<file path="src/rtl/div_unit.sv">
// Iterative radix-2 restoring 32-bit divider for div.w/div.wu/mod.w/mod.wu.
// Signed operands are divided as magnitudes; the signs are restored when the result is latched.
module div_unit (
  input  logic        clk,
  input  logic        rst_n,
  input  logic        flush,
  input  logic        in_valid,
  output logic        in_ready,
  input  logic [31:0] dividend,
  input  logic [31:0] divisor,
  input  logic        is_signed,
  output logic        out_valid,
  input  logic        out_ready,
  output logic [31:0] quotient,
  output logic [31:0] remainder
);

  typedef enum logic [1:0] {
    IDLE = 2'd0,
    CALC = 2'd1,
    DONE = 2'd2
  } state_t;

  state_t      state_r;
  logic [32:0] rem_r;
  logic [31:0] quo_r;
  logic [31:0] dvsr_r;
  logic        q_neg_r;
  logic        r_neg_r;
  logic [5:0]  cnt_r;
  logic        out_valid_r;
  logic [31:0] quotient_r;
  logic [31:0] remainder_r;

  logic [32:0] shift_s;
  logic [33:0] sub_s;
  logic        fits_s;
  logic [32:0] rem_next_s;
  logic [31:0] quo_next_s;

  function automatic logic [31:0] magnitude(input logic [31:0] v, input logic sgn);
    if (sgn && v[31]) begin
      magnitude = 32'd0 - v;
    end else begin
      magnitude = v;
    end
  endfunction

  function automatic logic [31:0] apply_sign(input logic [31:0] v, input logic neg);
    if (neg) begin
      apply_sign = 32'd0 - v;
    end else begin
      apply_sign = v;
    end
  endfunction

  assign in_ready  = (state_r == IDLE);
  assign out_valid = out_valid_r;
  assign quotient  = quotient_r;
  assign remainder = remainder_r;

  // One restoring step: shift {R,Q} left, trial-subtract the divisor, keep it if non-negative
  always_comb begin
    shift_s    = {rem_r[31:0], quo_r[31]};
    sub_s      = {1'b0, shift_s} - {2'b00, dvsr_r};
    fits_s     = rem_r[32] | ~sub_s[33];
    rem_next_s = shift_s;
    quo_next_s = {quo_r[30:0], 1'b0};
    if (fits_s) begin
      rem_next_s = sub_s[32:0];
      quo_next_s = {quo_r[30:0], 1'b1};
    end else begin
      rem_next_s = shift_s;
      quo_next_s = {quo_r[30:0], 1'b0};
    end
  end

  // Control FSM, datapath registers and registered results
  always_ff @(posedge clk) begin
    if (!rst_n) begin
      state_r     <= IDLE;
      rem_r       <= 33'd0;
      quo_r       <= 32'd0;
      dvsr_r      <= 32'd0;
      q_neg_r     <= 1'b0;
      r_neg_r     <= 1'b0;
      cnt_r       <= 6'd0;
      out_valid_r <= 1'b0;
      quotient_r  <= 32'd0;
      remainder_r <= 32'd0;
    end else if (flush) begin
      state_r     <= IDLE;
      out_valid_r <= 1'b0;
    end else begin
      case (state_r)
        IDLE: begin
          if (in_valid) begin
            rem_r   <= 33'd0;
            quo_r   <= magnitude(dividend, is_signed);
            dvsr_r  <= magnitude(divisor, is_signed);
            q_neg_r <= is_signed & (dividend[31] ^ divisor[31]);
            r_neg_r <= is_signed & dividend[31];
            cnt_r   <= 6'd0;
            if (divisor == 32'd0) begin
              // Divide by zero bypasses iteration: all-ones quotient, dividend as remainder
              state_r     <= DONE;
              out_valid_r <= 1'b1;
              quotient_r  <= 32'hFFFF_FFFF;
              remainder_r <= dividend;
            end else begin
              state_r <= CALC;
            end
          end else begin
            state_r <= IDLE;
          end
        end
        CALC: begin
          rem_r <= rem_next_s;
          quo_r <= quo_next_s;
          cnt_r <= cnt_r + 6'd1;
          if (cnt_r == 6'd31) begin
            state_r     <= DONE;
            out_valid_r <= 1'b1;
            quotient_r  <= apply_sign(quo_next_s, q_neg_r);
            remainder_r <= apply_sign(rem_next_s[31:0], r_neg_r);
          end else begin
            state_r <= CALC;
          end
        end
        DONE: begin
          if (out_ready) begin
            state_r     <= IDLE;
            out_valid_r <= 1'b0;
          end else begin
            state_r <= DONE;
          end
        end
        default: begin
          state_r     <= IDLE;
          out_valid_r <= 1'b0;
        end
      endcase
    end
  end

endmodule

</file>
<file path="config.mk">
export PLATFORM = sky130hd
export DESIGN_NAME = div_unit
export DESIGN_NICKNAME = d
export VERILOG_FILES = /design/src/rtl/div_unit.sv
export SDC_FILE = /design/constraint.sdc
export NUM_CORES = 1
export LEC_CHECK = 0
export BUFFER_PORTS_ARGS = -buffer_cell sky130_fd_sc_hd__buf_2
export CORE_MARGIN = 1.5
export CORE_UTILIZATION = 36
export DETAILED_ROUTE_END_ITERATION = 10
export PLACE_DENSITY = 0.66
export SLEW_MARGIN = 30
export SYNTH_ARGS = -nofsm -noshare
export SYNTH_HDL_FRONTEND = slang
export SYNTH_SLANG_ARGS = --single-unit
</file>
<file path="constraint.sdc">
create_clock -name clk -period 6.6 [get_ports clk]
set_input_delay 1.32 -clock clk [delete_from_list [all_inputs] [get_ports clk]]
set_output_delay 1.32 -clock clk [all_outputs]
set_load 0.01 [all_outputs]
</file>
==> results.cfg <==
[pwr]
power.switching_uw = 907
switching_share_pct = 33.7
ir_drop_mv = 0.164
finalPower_mw = 2.69
comb_power_share_pct = 21.0
power.leakage_nw = 5.43
p_seq_share_pct = 40.9
p_int_mw = 1.78
power_density_mw_per_mm2 = 198
clock_power_share_pct = 38.1

[logic_synthesis]
ys_ff_latch = 172
synth_edf_count = 0
synth_cell_type_count = 83
synth_top_flop_cell = dfxtp_1
yosys_warnings = 0
synth_nets = 1729
netlist_instances = 1621
synth_area_mm2 = 0.0120
async_flop_share_pct = 0
synth_seq_area_share_pct = 28.6
synth_area_per_cell_um2 = 7.43

[sta]
maxSlewViolCount = 0
fin_skew_ps = 15.2
fin_crit_sh_pct = 75.1
finalHoldViolations = 0
finalWorstSetupSlack_ps = 1640
timing.fmax_mhz = 202
worstMarginPinSlew_ps = 946
setup_viol = 0
fin_hold_ws_ps = 460
rsz0062_at_grt = false
finalCriticalPeriod_ps = 4960
slew_headroom_pct = 36.9
setup-tns-final_ps = 0

[critical_path]
crit_slowest_cell = or3_2
criticalPathCategory = reg2reg
r2r_end = remainder[30]
critPathCapture = remainder[30]
path_max_fanout = 19
worstPathCellList = inv_1 -> ha_1 -> a21oi_1 -> o21ai_1 -> o2111a_1 -> or3_2 -> o21ai_0 -> ha_1 -> inv_1 -> a221o_1 -> or4b_4 -> o41ai_2 -> xor2_1 -> a221oi_1
cp_top_family = compound AO/OA/AOI/OAI gates
critical_path_arrival_ps = 5300
required_ps = 6940
slowest_delay_ps = 650
r2r_cells = 14
path_depth = 14
worst_setup_path_end_kind = flip-flop
rrSetupSlack_ps = 1640
r2r-start = dvsr_r[6]
startpoint_type = flip-flop
cp-startpoint = dvsr_r[6]
cp_num_buf_inv = 2

[floorplanning]
die-area_mm2 = 0.0345
die_height_um = 186
fp.dieW_um = 186
ios = 136
core_area_mm2 = 0.0327
start_util_pct = 36.8
num_rows = 66

[placed_design]
placed_area_mm2 = 0.0130
place.gp.congestion = 0.935
dp.cells = 2101
hpwl_mm = 27.1
io_buffers = 135
place_ws_ps = 1560

[cells_and_area]
syn2layout_area_growth_pct = 12.6
drive_gt1_share_pct = 14.0
finalNonFillerCells = 2136
final_util_pct = 41.5
nFillCells = 3410
regArea_mm2 = 0.00345
multi_input_area_mm2 = 0.00799
layout.nets = 1786
postLayoutCellArea_mm2 = 0.0136

[cts]
clockBufferDepth = 2
clock_latency_ps = 450
clkTransAtPathRegs_ps = 80
cts_root_buf = clkbuf_16
cts_setup_buffers = 0
cts_tree = yes
numClockSinks = 172
cts-buffers-inserted = 17
htreeDepth = 4
postCtsHoldBufs = 0
cts_resized = 0

[drt]
ant_nets = 0
drc_errors = 0
routed_via_density = 5.62
routed_wirelength_mm = 36.1
drt-wirelength-per-cell_um = 16.9
first_iter_violations = 966
vias = 12000
firstDrtPassIters = 6

[status]
outcome = completed

[worst_hold_path]
min_path_type = reg2reg

[job]
maxCapViolCount = 0

[global_routing]
grt_first_pass_wirelength_mm = 57.5
antenna_found_initial = 1
grt_overflow = 0
grt_max_degree = 93
grt_pass1_vias = 10900
grt_util_all_layers_pct = 20.8
layout by cell type, fill, tap and decap left out, types with 6 or more instances in the layout:
cell and n:
a211o_1 9, a211oi_1 53, a21boi_0 7, a21o_1 14
a21oi_1 147, a22oi_1 15, a311oi_1 17, a31oi_1 18
and2_1 10, and3_1 8, buf_2 135, buf_4 14
clkbuf_16 17, dfxtp_1 170, ha_1 37, inv_1 47
mux2i_1 23, nand2_1 147, nand2b_1 8, nand3_1 37
nand4_1 18, nor2_1 237, nor2b_1 6, nor3_1 35
nor4_1 15, o211ai_1 19, o21a_1 10, o21ai_0 92
o221a_2 18, o31ai_1 22, o41ai_1 16, or2_2 7
or3_1 22, or4_1 14, xnor2_1 57, xor2_1 64
metal layers:
metal  wire (µm)  global-route usage [%]  part of all wire (%)  up-vias
met1       17500                    29.5                    48     5564
met5           0                       0                     0        -
met3        2030                    2.74                   5.6       32
met4         597                    5.90                   1.7        0
met2       16000                    32.6                    44      393
li1            -                       -                     -     6018
sequential cells by signal, indices dropped and copies added, names as in the netlist:
register   count
q_neg_r        1
cnt_r          6
quotient      32
rem_r         33
out_valid      1
quo_r         32
dvsr_r        32
r_neg_r        1
remainder     32
state_r        2
cells by family after synthesis:
| logic type | synth area share, % |
|---|---|
| XOR/XNOR | 8.80 |
| AO/OA/AOI/OAI | 28.1 |
| flip-flops | 28.6 |
| adder cells (fa/ha/maj) | 4.01 |
| multiplexers | 2.29 |
| buffers and inverters | 5.30 |
| AND/OR/NAND/NOR | 22.9 |
worst min-delay path by stage:
stage | end | start | cells after the start
floorplan | dvsr_r[31] | dvsr_r[31] | 2
finish | dvsr_r[31] | dvsr_r[31] | 2
detailed placement | dvsr_r[31] | dvsr_r[31] | 2
global route | dvsr_r[31] | dvsr_r[31] | 2
global placement | dvsr_r[31] | dvsr_r[31] | 2
CTS | dvsr_r[31] | dvsr_r[31] | 2
final cells by class:
type,count,share of cell area (%)
inverters,49,1.37
multi-input cells,1289,58.9
clock inverters,15,1.25
flip-flops and latches,172,25.4
clock buffers,17,3.14
diodes,3,0.0554
well taps,442,4.08
repair buffers,149,5.76
cells in the mapped netlist (11+ instances only):
cell type / n / area (µm²)
a211oi_1: 53 / 398
inv_1: 47 / 176
o221a_2: 18 / 203
o21ai_0: 92 / 460
or4_1: 14 / 105
nand3_1: 37 / 185
nand4_1: 18 / 113
a311oi_1: 17 / 149
a22oi_1: 15 / 113
xor2_1: 64 / 561
nor2_1: 238 / 893
a21oi_1: 147 / 736
buf_2: 12 / 60.1
nand2_1: 147 / 552
a21o_1: 14 / 105
xnor2_1: 57 / 499
ha_1: 37 / 463
o211ai_1: 19 / 143
clkbuf_1: 87 / 327
o41ai_1: 16 / 140
o31ai_1: 22 / 165
a31oi_1: 18 / 113
o21a_1: 11 / 82.6
or3_1: 23 / 144
nor4_1: 15 / 93.8
dfxtp_1: 172 / 3440
nor3_1: 35 / 175
mux2i_1: 23 / 230
worst reg2reg max path: cells and delay by family, from the launching register on:
| kind | cells | cell delay (ps) |
|---|---|---|
| simple gates | 2 | 1250 |
| fa+ha+maj | 2 | 700 |
| xor+xnor | 1 | 140 |
| flops | 1 | 350 |
| buf+inv | 2 | 130 |
| compound gates | 7 | 2290 |
power by group through the flow:
stage	clock [mW]	sequential, mW	combinational [mW]
after floorplan	0	1.11	0.419
after global placement	0	1.12	0.551
after detailed placement	0	1.12	0.556
after CTS	1.04	1.10	0.559
after global routing	1.08	1.10	0.627
final	1.03	1.10	0.565
Power figures use the tool's default switching activity.
